<file path="src/rtl/time_set_ctrl.sv">
// Time-setting controller placed in front of the sec/min/hour counter chain.
// Debounces MODE/INC, walks the field-select FSM, gates the 1 Hz tick in RUN
// and issues unit/ten increment pulses (with auto-repeat) while setting.

// Per-key front end: 2-FF synchroniser, stability counter, press-edge pulse.
module time_set_debounce #(
  parameter int CYCLES = 50000
) (
  input  logic CP,
  input  logic reset,
  input  logic raw,
  output logic lvl,
  output logic press
);
  localparam int CW = $clog2(CYCLES);

  logic          s1, s2, lvl_q;
  logic [CW-1:0] cnt;

  // Accept the synced level only after it has disagreed with lvl for CYCLES samples.
  always_ff @(posedge CP or negedge reset) begin
    if (!reset) begin
      s1    <= 1'b0;
      s2    <= 1'b0;
      lvl   <= 1'b0;
      lvl_q <= 1'b0;
      press <= 1'b0;
      cnt   <= '0;
    end else begin
      s1    <= raw;
      s2    <= s1;
      lvl_q <= lvl;
      press <= lvl & ~lvl_q;
      if (s2 != lvl) begin
        if (cnt == CW'(CYCLES - 1)) begin
          lvl <= s2;
          cnt <= '0;
        end else begin
          cnt <= cnt + CW'(1);
        end
      end else begin
        cnt <= '0;
      end
    end
  end
endmodule

module time_set_ctrl #(
  parameter int DEBOUNCE_CYCLES = 50000,
  parameter int REPEAT_DELAY    = 500000,
  parameter int REPEAT_PERIOD   = 100000
) (
  input  logic       CP,
  input  logic       reset,
  input  logic       tick,
  input  logic       key_mode,
  input  logic       key_inc,
  output logic       run_en,
  output logic [2:0] inc_unit,
  output logic [2:0] inc_ten,
  output logic [2:0] field,
  output logic       digit_ten
);
  localparam int RMAX = (REPEAT_DELAY > REPEAT_PERIOD) ? REPEAT_DELAY : REPEAT_PERIOD;
  localparam int RW   = $clog2(RMAX);

  typedef enum logic [2:0] {
    RUN, SET_HR_T, SET_HR_U, SET_MIN_T, SET_MIN_U, SET_SEC_T, SET_SEC_U
  } state_t;

  state_t        state, nxt;
  logic          mode_lvl, mode_press, inc_lvl, inc_press;
  logic          rep_act, rep_first;
  logic [RW-1:0] rc, rc_tgt;
  logic [2:0]    pls_unit, pls_ten;

  time_set_debounce #(.CYCLES(DEBOUNCE_CYCLES)) u_db_mode (
    .CP(CP), .reset(reset), .raw(key_mode), .lvl(mode_lvl), .press(mode_press)
  );
  time_set_debounce #(.CYCLES(DEBOUNCE_CYCLES)) u_db_inc (
    .CP(CP), .reset(reset), .raw(key_inc), .lvl(inc_lvl), .press(inc_press)
  );

  function automatic logic [2:0] fld_of(state_t s);
    case (s)
      SET_HR_T,  SET_HR_U:  fld_of = 3'b100;
      SET_MIN_T, SET_MIN_U: fld_of = 3'b010;
      SET_SEC_T, SET_SEC_U: fld_of = 3'b001;
      default:              fld_of = 3'b000;
    endcase
  endfunction

  function automatic logic ten_of(state_t s);
    ten_of = (s == SET_HR_T) || (s == SET_MIN_T) || (s == SET_SEC_T);
  endfunction

  // Next state on a MODE press, pulse routing for the field being edited.
  always_comb begin
    nxt = RUN;
    case (state)
      RUN:       nxt = SET_HR_T;
      SET_HR_T:  nxt = SET_HR_U;
      SET_HR_U:  nxt = SET_MIN_T;
      SET_MIN_T: nxt = SET_MIN_U;
      SET_MIN_U: nxt = SET_SEC_T;
      SET_SEC_T: nxt = SET_SEC_U;
      default:   nxt = RUN;
    endcase
    pls_ten  = digit_ten ? field : 3'b000;
    pls_unit = digit_ten ? 3'b000 : field;
    rc_tgt   = rep_first ? RW'(REPEAT_DELAY - 1) : RW'(REPEAT_PERIOD - 1);
  end

  // The clock only advances in RUN; a SET state swallows the tick.
  assign run_en = tick & (state == RUN);

  // Field FSM, increment pulses and auto-repeat timing. MODE beats INC.
  always_ff @(posedge CP or negedge reset) begin
    if (!reset) begin
      state     <= RUN;
      field     <= 3'b000;
      digit_ten <= 1'b0;
      inc_unit  <= 3'b000;
      inc_ten   <= 3'b000;
      rep_act   <= 1'b0;
      rep_first <= 1'b0;
      rc        <= '0;
    end else begin
      inc_unit <= 3'b000;
      inc_ten  <= 3'b000;
      if (mode_press) begin
        // A held INC keeps repeating in the new field, timed from the change.
        state     <= nxt;
        field     <= fld_of(nxt);
        digit_ten <= ten_of(nxt);
        rep_act   <= inc_lvl && (nxt != RUN);
        rep_first <= 1'b1;
        rc        <= (inc_lvl && (nxt != RUN)) ? RW'(1) : '0;
      end else if (state == RUN) begin
        rep_act <= 1'b0;
        rc      <= '0;
      end else if (inc_press) begin
        inc_unit  <= pls_unit;
        inc_ten   <= pls_ten;
        rep_act   <= 1'b1;
        rep_first <= 1'b1;
        rc        <= RW'(1);
      end else if (rep_act && inc_lvl) begin
        if (rc == rc_tgt) begin
          inc_unit  <= pls_unit;
          inc_ten   <= pls_ten;
          rep_first <= 1'b0;
          rc        <= '0;
        end else begin
          rc <= rc + RW'(1);
        end
      end else begin
        rep_act <= 1'b0;
        rc      <= '0;
      end
    end
  end
endmodule

</file>
<file path="config.mk">
export PLATFORM = sky130hd
export DESIGN_NAME = time_set_ctrl
export DESIGN_NICKNAME = d
export VERILOG_FILES = /design/src/rtl/time_set_ctrl.sv
export SDC_FILE = /design/constraint.sdc
export NUM_CORES = 1
export LEC_CHECK = 0
export BUFFER_PORTS_ARGS = -buffer_cell sky130_fd_sc_hd__buf_2
export CORE_AREA = 2 2 105 107
export CTS_CLUSTER_DIAMETER = 200
export DETAILED_ROUTE_END_ITERATION = 16
export DIE_AREA = 0 0 107 109
export GPL_ROUTABILITY_DRIVEN = 1
export PLACE_DENSITY = 0.52
export SYNTH_ARGS = -nofsm -noshare
export SYNTH_HDL_FRONTEND = slang
export SYNTH_HIERARCHICAL = 1
export SYNTH_SLANG_ARGS = --single-unit
</file>
<file path="constraint.sdc">
create_clock -name CP -period 2.2 [get_ports CP]
set_input_delay 0.11 -clock CP [delete_from_list [all_inputs] [get_ports CP]]
set_output_delay 0.11 -clock CP [all_outputs]
set_load 0.005 [all_outputs]
</file>
# Yosys cells after proc, flatten, opt, wreduce, memory -nomap -nowiden
# Cells that the tools add are included.
# classes
n_addsub	3
n_eq_ne	18
mux	34
bitwise_logic	5
reduce_logical	14
# op_table
op	count
19-bit two-way mux	6
16-bit two-way mux	4
3-bit two-way mux	12
16-bit by 1-bit adder with 16-bit output (second input constant)	2
16-bit == test (second input constant)	2
19-bit by 1-bit adder with 19-bit output (second input constant)	1
19-bit == test	1
3-bit case mux with 6 select lines	1
3-bit == test (second input constant)	5
3-bit by 2-bit == test with 1-bit output (second input constant)	4
1-bit two-way mux	10
3-bit case mux with 3 select lines	1
3-bit nonzero test	3
3-bit by 1-bit == test with 1-bit output (second input constant)	2
2-bit OR reduction	3
4-bit by 2-bit inequality test with 1-bit output (second input constant)	1
2-bit AND reduction	2
1-bit bitwise AND	3
3-bit logical NOT	1
3-bit AND reduction	1
1-bit logical AND	2
1-bit logical OR	2
1-bit inequality test	2
2-bit by 1-bit inequality test with 1-bit output (second input constant)	1
1-bit inverter	2
# totals
ff_bits	76
input_bits	5
output_inout_bits	11
elab_cells	94

# Logic depth before layout (Yosys ltp)
# Gate-level depths: netlist of the first run.
# depth
depth_word	7
mapped_depth	6
depth_no_buf	5

# Modules after synthesis
# Netlist of the first run, hierarchy kept.
# modules_own_cells
module	n_inst	cells_per_inst	area_each_um2	seq_area_each_um2
time_set_debounce	2	86	993.5	525.5
time_set_ctrl	1	164	1614.0	850.8

# Worst setup path after synthesis of the first run
# Ideal clock, no wire load.
# synth_timing
path_kind	register to register
from	register rc[7]
to	register inc_unit[0]
setup_ps	94
t_arrival_ps	1809
t_required_ps	2106
path_slack_ps	297
stages_incl_launch_ff	6
n_path_buf	2
synth_period_minus_slack_ps	1903
cell_sequence	dfrtp_1 -> buf_2 -> o41a_1 -> or4_1 -> buf_2 -> a211oi_1
# synth_via
elab_chain_cells	6
# synth_lines
item	line_no	rtl
from (decl)	74	logic [RW-1:0] rc, rc_tgt;
from (signal assigned)	138	rc <= (inc_lvl && (nxt != RUN)) ? RW'(1) : '0;
from (signal assigned)	155	rc <= rc + RW'(1);
19-bit == test	149	if (rc == rc_tgt) begin
3-bit two-way mux	149	
3-bit two-way mux	148	end else if (rep_act && inc_lvl) begin
3-bit two-way mux	142	end else if (inc_press) begin
3-bit two-way mux	139	end else if (state == RUN) begin
3-bit two-way mux	131	if (mode_press) begin
to (signal assigned)	143	inc_unit <= pls_unit;
to (signal assigned)	150	inc_unit <= pls_unit;
to (decl)	59	output logic [2:0] inc_unit,
# No other way between the ends.
# A chain may end at the register's enable or synchronous reset.

# Worst setup path after layout of the first run
# layout_timing
from	register rc[10]
to	register inc_ten[0]
# layout_via
elab_chain_cells	6
# layout_lines
item	line_no	rtl
19-bit == test	149	
3-bit two-way mux	149	
3-bit two-way mux	148	
3-bit two-way mux	142	
3-bit two-way mux	139	
3-bit two-way mux	131	
to (signal assigned)	144	inc_ten <= pls_ten;
to (signal assigned)	151	inc_ten <= pls_ten;
to (decl)	60	output logic [2:0] inc_ten,
# No other way between the ends.

==> results of run 1 <==
## critical path: cells and delay by family, from the launching register on
| family | cells | cell delay (ns) |
|---|---|---|
| simple gates | 2 | 0.86 |
| compound gates | 2 | 0.66 |
| flops | 1 | 0.42 |
## repair_timing
| item | in CTS | in global routing |
|---|---|---|
| endpoints found under the setup margin | 0 | 0 |
| hold buffers | 3 | 0 |
| resized for setup | 0 | 0 |
| hold endpoints to repair | 40 | 0 |
## registers in the layout, summed over array words and instances, names as in the netlist
name             flops
u_db_mode/lvl_q      1
inc_ten              3
field                3
u_db_mode/s2         1
u_db_inc/cnt        16
rep_act              1
u_db_inc/s1          1
rep_first            1
u_db_mode/cnt       16
rc                  19
u_db_inc/s2          1
u_db_inc/press       1
state                3
u_db_inc/lvl         1
inc_unit             3
u_db_inc/lvl_q       1
u_db_mode/s1         1
u_db_mode/press      1
u_db_mode/lvl        1
digit_ten            1
## per-layer routing
layer | vias to the layer above | part of all wire [%] | GRT usage (%)
li1 | 1224 | - | -
met1 | 1188 | 50 | 16.6
met2 | 41 | 45 | 19.4
met3 | 5 | 3.8 | 3.65
met4 | 0 | 1.0 | 3.62
met5 | - | 0 | 0
## final timing paths
path	cells past startpoint	slack (ns)	startpoint	to
min in group CP	0	0.35	u_db_mode/s1	u_db_mode/s2
worst max-delay path	4	0.18	rc[10]	inc_ten[0]
worst min-delay path	2	0.27	reset	field[1]
worst min register to register	0	0.35	u_db_mode/s1	u_db_mode/s2
worst max register to register	4	0.18	rc[10]	inc_ten[0]
max in group asynchronous	3	1.26	reset	u_db_mode/cnt[12]
## cells in the mapped netlist (4+ instances only)
| cell | number | share of area, % |
|---|---|---|
| a211oi_1 | 4 | 0.83 |
| a21oi_1 | 6 | 0.83 |
| and3_1 | 5 | 0.87 |
| buf_2 | 4 | 0.56 |
| dfrtp_1 | 76 | 53 |
| inv_1 | 17 | 1.8 |
| nand2_1 | 14 | 1.5 |
| nand3_1 | 18 | 2.5 |
| nand4_1 | 8 | 1.4 |
| nor2_1 | 47 | 4.9 |
| nor2_2 | 6 | 1.0 |
| nor3_1 | 14 | 1.9 |
| nor4_1 | 5 | 0.87 |
| nor4_2 | 8 | 2.8 |
| nor4b_1 | 5 | 1.2 |
| o21ai_0 | 9 | 1.3 |
| xnor2_1 | 36 | 8.8 |
| xor2_1 | 8 | 1.9 |
## power breakdown
part	switching (mW)	internal (mW)	leakage, nW
Sequential	0.0133	1.41	1.05
Combinational	0.0457	0.0194	0.490
Clock	0.531	0.448	0.0928
## cell usage in the layout, fill, tap and decap left out, types with 9 or more instances in the layout
cell and instances:
nand3_1 18, xnor2_1 36, buf_2 14, nand2_1 14
dfrtp_1 76, clkbuf_8 10, inv_1 17, nor2_1 47
o21ai_0 9, nor3_1 14
## layout make-up
type | count | area (um^2) | share of cell area [%]
Multi-Input combinational cell | 235 | 1590 | 38.9
Tap cell | 140 | 175 | 4.30
Clock inverter | 6 | 47.5 | 1.17
Clock buffer | 10 | 138 | 3.38
Timing Repair Buffer | 25 | 160 | 3.93
Inverter | 18 | 67.6 | 1.66
Sequential cell | 76 | 1900 | 46.7
## per-stage QoR
stage	cell area, um^2	util, %	setup WS (ns)
floorplan	3600	-	0.297
global placement	3860	36.4	0.229
detailed placement	3860	36.4	0.147
CTS	4080	38.4	0.140
global route	4080	38.4	0.0417
finish	4080	38.4	0.179
## kinds of logic after synthesis
kind of cell | synth area share, %
xor+xnor | 10.7
mux | 0.938
compound gates | 5.39
simple gates | 26.0
flops | 52.8
fa+ha+maj | 1.04
buf+inv | 3.16
==> results.cfg, run 1 <==
[setup_path]
critPathMaxFanout = 6
worstPathArrival_ns = 2.28
start_kind = flip-flop
cp_slowest_stage_delay_ns = 0.66
crit_type = reg -> reg
slowest_stage = or4_1
cp_cell_sequence = nand4b_1, o41a_1, or4_1, a211oi_1
cp_data_required_time_ns = 2.46
cp-end-kind = flip-flop

[timing]
hold_viol = 0
clock_skew_ns = 0.00961
worstMarginPinSlew_ns = 0.517
maxSlewViolCount = 0
period_minus_slack_ns = 2.02
setup_viol = 0
whs_ns = 0.270
max_slew_margin_pct = 65.5
max_freq_mhz = 495
fin_setup_tns_ns = 0
timing.final.crit_share_pct = 91.9
rsz0062_at_grt = false

[floorplanning]
io_pins = 16
rows = 38
core_area_mm2 = 0.0106
die_area_mm2 = 0.0117
die_y_um = 109
die_w_um = 107
start_util_pct = 34.0

[yosys]
synthFlopType = dfrtp_1
syn_area_per_cell_um2 = 10.7
ys_warn_count = 6
ys_seq_elements = 76
synth_nets = 344
seq_area_frac_synth_pct = 52.8
synthesis.area_mm2 = 0.00360
synth_cell_type_count = 45
synthCells = 336
synth_enable_flop_cells = 0
async_reset_ff_share_pct = 100

[routing]
ant_nets = 0
avgViaCountPerCell = 4.82
drt_iter0_drc = 126
first_pass_iters = 5
drt-total-wl_um = 6470
drc = 0
via_count = 2458
wire_per_inst_um = 12.7

[placed_design]
dp.cells = 491
gp_congestion = 0.753
place_hpwl_um = 4450
port_buffers = 15

[clocking]
cts_buffers = 9
worstSkewPairLatency_ns = 0.34
clkTransAtPathRegs_ns = 0.08
cts_setup_buffers = 0
clk_path_buf_depth = 2
cts_sinks = 76
cts_tree = yes
cts_root_buf = clkbuf_8
htreeDepth = 3

[grt]
grt_pass1_wl_um = 11400
grt_max_degree = 41
antenna_found_initial = 0
grtUsageTotal_pct = 12.3
grt.overflow.total = 0
first_global_vias = 2431

[final_layout]
nets = 373
final_cells = 510
nFillCells = 1033
syn2layout_area_growth_pct = 13.2
diodes = 0
drive_gt1_share_pct = 18.1

[worst_hold_path]
hold_path.class = in -> async

[outcome]
status = finished clean

[flow_run]
maxCapViolCount = 0

[power_and_ir_drop]
power.total_mw = 2.47
ir_drop_v = 0.000306
powerDensity_mw_per_mm2 = 605
p_leak_nw = 1.63
No activity file was read; power rests on OpenSTA's default activity.
==> inputs of run 2 (changes only) <==
--- a/config.mk
+++ b/config.mk
@@ -5,7 +5,7 @@
 export SDC_FILE = /design/constraint.sdc
 export NUM_CORES = 1
 export LEC_CHECK = 0
-export BUFFER_PORTS_ARGS = -buffer_cell sky130_fd_sc_hd__buf_2
+export BUFFER_PORTS_ARGS = -buffer_cell sky130_fd_sc_hd__buf_4
 export CORE_AREA = 2 2 105 107
 export CTS_CLUSTER_DIAMETER = 200
 export DETAILED_ROUTE_END_ITERATION = 16
==> run 2 against run 1 <==
Power grew 7.8%. Fmax grew 1.3%. Critical path depth is the same. Clock power grew 20%. Combinational power grew 5.1%. Core utilization grew 0.67 points. Routed wire length shrank 0.66%.
==> results.cfg, run 2 (synthesis gave the netlist of run 1 again) <==
[grt]
antenna_found_initial = 0
first_global_vias = 2404
grt_pass1_wl_um = 11200
grt.overflow.total = 0
grt_max_degree = 45
grtUsageTotal_pct = 12.4

[flow_run]
maxCapViolCount = 0

[final_layout]
syn2layout_area_growth_pct = 15.1
final_cell_mix = dfrtp_1 (76), nor2_1 (47), xnor2_1 (36), buf_4 (20), nand3_1 (18)
fin_util_pct = 39.1
final_common_cell = dfrtp_1
largest_reg_flops = 19
nets = 372
regMostFlops = rc
final_cells = 509
diodes = 0
top_regs = rc: 19 flops, u_db_inc/cnt: 16 flops, u_db_mode/cnt: 16 flops
drive_gt1_share_pct = 17.6
nFillCells = 1051

[setup_path]
cp_cell_sequence = nand4b_1, o41a_1, or4_1, a211oi_1
worstPathArrival_ns = 2.26
crit_type = reg -> reg
slowest_stage = or4_1
rr_worst_depth = 4
cp_top_family = simple AND/OR/NAND/NOR gates
critPathBufInv = 0
critPathMaxFanout = 6
cp_data_required_time_ns = 2.47
start_kind = flip-flop
cp-end-kind = flip-flop
cp_slowest_stage_delay_ns = 0.66
critical_path_depth = 4

[routing]
drt-total-wl_um = 6430
avgViaCountPerCell = 4.82
first_pass_iters = 4
ant_nets = 0
drt_iter0_drc = 110
wire_per_inst_um = 12.6
via_count = 2455
drc = 0

[power_and_ir_drop]
ir_drop_v = 0.000370
share_seq_of_total_power_pct = 53.5
powerDensity_mw_per_mm2 = 641
p_sw_share_pct = 21.1
switching_power_uw = 562
p_int_mw = 2.10
p_clk_share_pct = 43.9
power.total_mw = 2.66
pwr-share-comb_pct = 2.6
p_leak_nw = 1.65

[clocking]
cts_root_buf = clkbuf_8
worstSkewPairLatency_ns = 0.36
cts_buffers = 9
cts_setup_buffers = 0
htreeDepth = 3
cts_sinks = 76
cts_tree = yes
clk_path_buf_depth = 2
clkTransAtPathRegs_ns = 0.07
ctsResizeCount = 0

[floorplanning]
start_util_pct = 34.0
die_area_mm2 = 0.0117
die_y_um = 109
core_area_mm2 = 0.0106
io_pins = 16
rows = 38
die_w_um = 107

[timing]
rsz0062_at_grt = false
max_slew_margin_pct = 66.4
fin_ws_ns = 0.205
maxSlewViolCount = 0
worstMarginPinSlew_ns = 0.499
timing.final.crit_share_pct = 90.7
fin_setup_tns_ns = 0
clock_skew_ns = 0.0107
max_freq_mhz = 501
period_minus_slack_ns = 1.99
setup_viol = 0
hold_viol = 0

[worst_hold_path]
hold_path.class = in -> async

[placed_design]
place_hpwl_um = 4300
dp.cells = 490
gp_congestion = 0.771
port_buffers = 15
dp_slack_ns = 0.195

[outcome]
status = finished clean
## run 2: cell types whose count changed in the layout (fill, tap and decap cells not counted), moves of 2 or more
cell	change
clkinv_2	+2
clkinv_4	-3
buf_4	+12
bufinv_16	+2
buf_2	-14
## run 2: repair_timing
item	in CTS	in global routing
hold buffers	3	0
hold endpoints to repair	34	0
setup endpoints to repair	0	0
## run 2: layer usage
layer / up-vias / global-route usage [%] / routed length, um
li1: 1230 / - / -
met1: 1175 / 16.3 / 3250
met2: 38 / 18.8 / 2760
met3: 12 / 4.00 / 274
met4: 0 / 5.57 / 141
met5: - / 0 / 0
## run 2: worst paths after layout
check	start	to	slack, ns
setup / recovery	rc[10]	inc_unit[1]	0.21
hold reg to reg	u_db_inc/s1	u_db_inc/s2	0.36
hold / removal	reset	inc_ten[1]	0.23
setup reg to reg	rc[10]	inc_unit[1]	0.21
min in group CP	u_db_inc/s1	u_db_inc/s2	0.36
max in group asynchronous	reset	u_db_inc/s1	1.39
## run 2: power groups by stage
stage                     registers [mW]  clock network, mW  logic (mW)
after global placement              1.45                  0      0.0682
after CTS                           1.42               1.22      0.0726
final                               1.42               1.17      0.0684
after detailed placement            1.45                  0      0.0678
after global routing                1.42               1.27      0.0802
after floorplan                     1.45                  0      0.0262
## run 2: area by class of cell
class,instances,area [um^2],share of cell area (%)
Multi-Input combinational cell,235,1590,38.2
Timing Repair Buffer,24,200,4.83
Inverter,18,67.6,1.63
Clock inverter,5,75.1,1.81
Tap cell,140,175,4.22
Sequential cell,76,1900,45.9
Clock buffer,11,141,3.41
## run 2: stage by stage
stage | cell area [um^2] | hold slack, ns
final | 4150 | 0.235
after global routing | 4150 | 0.267
after CTS | 4150 | 0.238
after detailed placement | 3900 | 0.0899
after global placement | 3900 | 0.0895
after floorplan | 3600 | -0.186
==> inputs of run 3 (changes only) <==
--- a/config.mk
+++ b/config.mk
@@ -12,6 +12,7 @@
 export DIE_AREA = 0 0 107 109
 export GPL_ROUTABILITY_DRIVEN = 1
 export PLACE_DENSITY = 0.52
+export SETUP_SLACK_MARGIN = 0.3
 export SYNTH_ARGS = -nofsm -noshare
 export SYNTH_HDL_FRONTEND = slang
 export SYNTH_HIERARCHICAL = 1
==> run 3 against run 2 <==
Die area unchanged. First-iteration DRC count decreased by 21%. Design area increased by 3.9%. Worst setup slack improved by 0.14 ns. Clock skew decreased by 0.0018 ns. Sequential cell count unchanged. Hold slack improved by 0.033 ns. Cell count increased by 1.4%. Routed wire length increased by 1.0%. Core utilization increased by 1.5 points. Fmax increased by 7.4%. Largest cell class unchanged.
==> results.cfg, run 3 (synthesis gave the netlist of run 1 again) <==
[grt]
met1_usage_pct = 16.0
top_usage_layer = met2
met2_usage_pct = 19.2
grt_use_met3_pct = 3.65
grt.overflow.total = 0
grt_max_degree = 41
grt_pass1_wl_um = 11300
antenna_found_initial = 0
first_global_vias = 2440
grtUsageTotal_pct = 12.2

[timing]
rsz0062_at_grt = false
fin_ws_ns = 0.343
timing.final.crit_share_pct = 84.4
max_freq_mhz = 538
clock_skew_ns = 0.00893
maxSlewViolCount = 0
worstMarginPinSlew_ns = 0.488
max_slew_margin_pct = 67.2
fin_setup_tns_ns = 0
setup_viol = 0
period_minus_slack_ns = 1.86
hold_viol = 0

[clocking]
htreeDepth = 3
cts_tree = yes
cts_root_buf = clkbuf_8
clkTransAtPathRegs_ns = 0.08
worstSkewPairLatency_ns = 0.35
cts_sinks = 76
clk_path_buf_depth = 2
cts_buffers = 9

[placed_design]
dp.cells = 490
dp_slack_ns = 0.148
place_hpwl_um = 4320
port_buffers = 15
place_area_mm2 = 0.00390
gp_congestion = 0.769

[setup_path]
start_kind = flip-flop
r2r-start = rc[8]
cp_data_required_time_ns = 2.46
rr_worst_depth = 4
cp-end-kind = flip-flop
crit_type = reg -> reg
critPathMaxFanout = 6
worstReg2RegEnd = inc_ten[0]
reg2reg_slack_ns = 0.34
worstPathArrival_ns = 2.12

[final_layout]
design_area_mm2 = 0.00431
syn2layout_area_growth_pct = 19.6
final_common_cell = dfrtp_1
drive_gt1_share_pct = 24.2
largest_reg_flops = 19
final_cells = 516
top_regs = rc: 19 flops, u_db_inc/cnt: 16 flops, u_db_mode/cnt: 16 flops
nFillCells = 1012
nets = 379
diodes = 0
final_cell_mix = dfrtp_1 (68), nor2_1 (47), xnor2_1 (36), buf_4 (27), nand3_1 (18)
regMostFlops = rc

[routing]
ant_nets = 0
drc = 0
first_pass_iters = 4
wire_per_inst_um = 12.6
drt-total-wl_um = 6500
avgViaCountPerCell = 4.82
drt_iter0_drc = 87
via_count = 2486

[power_and_ir_drop]
power.total_mw = 2.82
p_leak_nw = 1.69
powerDensity_mw_per_mm2 = 655
ir_drop_v = 0.000278

[floorplanning]
start_util_pct = 34.0
die_y_um = 109
rows = 38
io_pins = 16
die_area_mm2 = 0.0117
core_area_mm2 = 0.0106
die_w_um = 107

[worst_hold_path]
hold_path.class = in -> async

[outcome]
status = finished clean

[flow_run]
maxCapViolCount = 0
run 3: cell types whose count changed in the layout (fill, tap and decap cells not counted), sizes merged:
cell | before | now
clkinv | 3 | 0
buf | 21 | 28
bufinv | 2 | 3
clkinvlp | 0 | 1
inv | 18 | 19
run 3: metrics by stage:
| step | hold WS, ns | util, % |
|---|---|---|
| floorplan | -0.186 | - |
| global placement | 0.114 | 36.8 |
| CTS | 0.267 | 39.9 |
| detailed placement | 0.115 | 36.8 |
| global route | 0.293 | 40.6 |
| finish | 0.268 | 40.6 |
run 3: cell type report:
class	count	area, um^2	share of cell area, %
clock buffers	11	151	3.52
clock inverters	5	106	2.47
inverters	18	67.6	1.57
multi-input cells	235	1640	38.1
flip-flops and latches	76	1910	44.4
well taps	140	175	4.07
repair buffers	31	253	5.87
run 3: routing by layer:
metal | routed length (um) | vias to the layer above | part of all wire (%)
met3 | 234 | 7 | 3.6
met2 | 3060 | 37 | 47
met4 | 59 | 0 | 0.91
met5 | 0 | - | 0
li1 | - | 1249 | -
met1 | 3150 | 1193 | 48
run 3: timing repair:
action	in CTS	in global routing
endpoints found under the setup margin	6	24
setup buffers	3	4
hold buffers	3	0
pin swaps	3	8
hold endpoints to repair	38	0
resized for setup	5	15
run 3: power by group:
| part | internal (mW) | switching [mW] |
|---|---|---|
| clock | 0.820 | 0.512 |
| sequential | 1.41 | 0.0123 |
| combinational | 0.0229 | 0.0464 |
run 3: worst max-delay path by stage:
stage              from           to  slack [ns]  cells after the start
6_report          rc[8]   inc_ten[0]        0.34                      4
5_1_grt          rc[10]   inc_ten[0]        0.27                      4
4_1_cts        state[1]  inc_unit[0]        0.30                      4
3_5_place_dp     rc[15]   inc_ten[1]        0.15                      4
3_3_place_gp     rc[15]   inc_ten[1]        0.22                      4
2_1_floorplan     rc[7]  inc_unit[0]        0.30                      5
run 3: critical path, stage by stage, from the launching register on:
cell and delay (ns):
dfrtp_2 0.45, nor4_2 0.30, a31oi_1 0.17, or4_4 0.61, a211oi_2 0.25
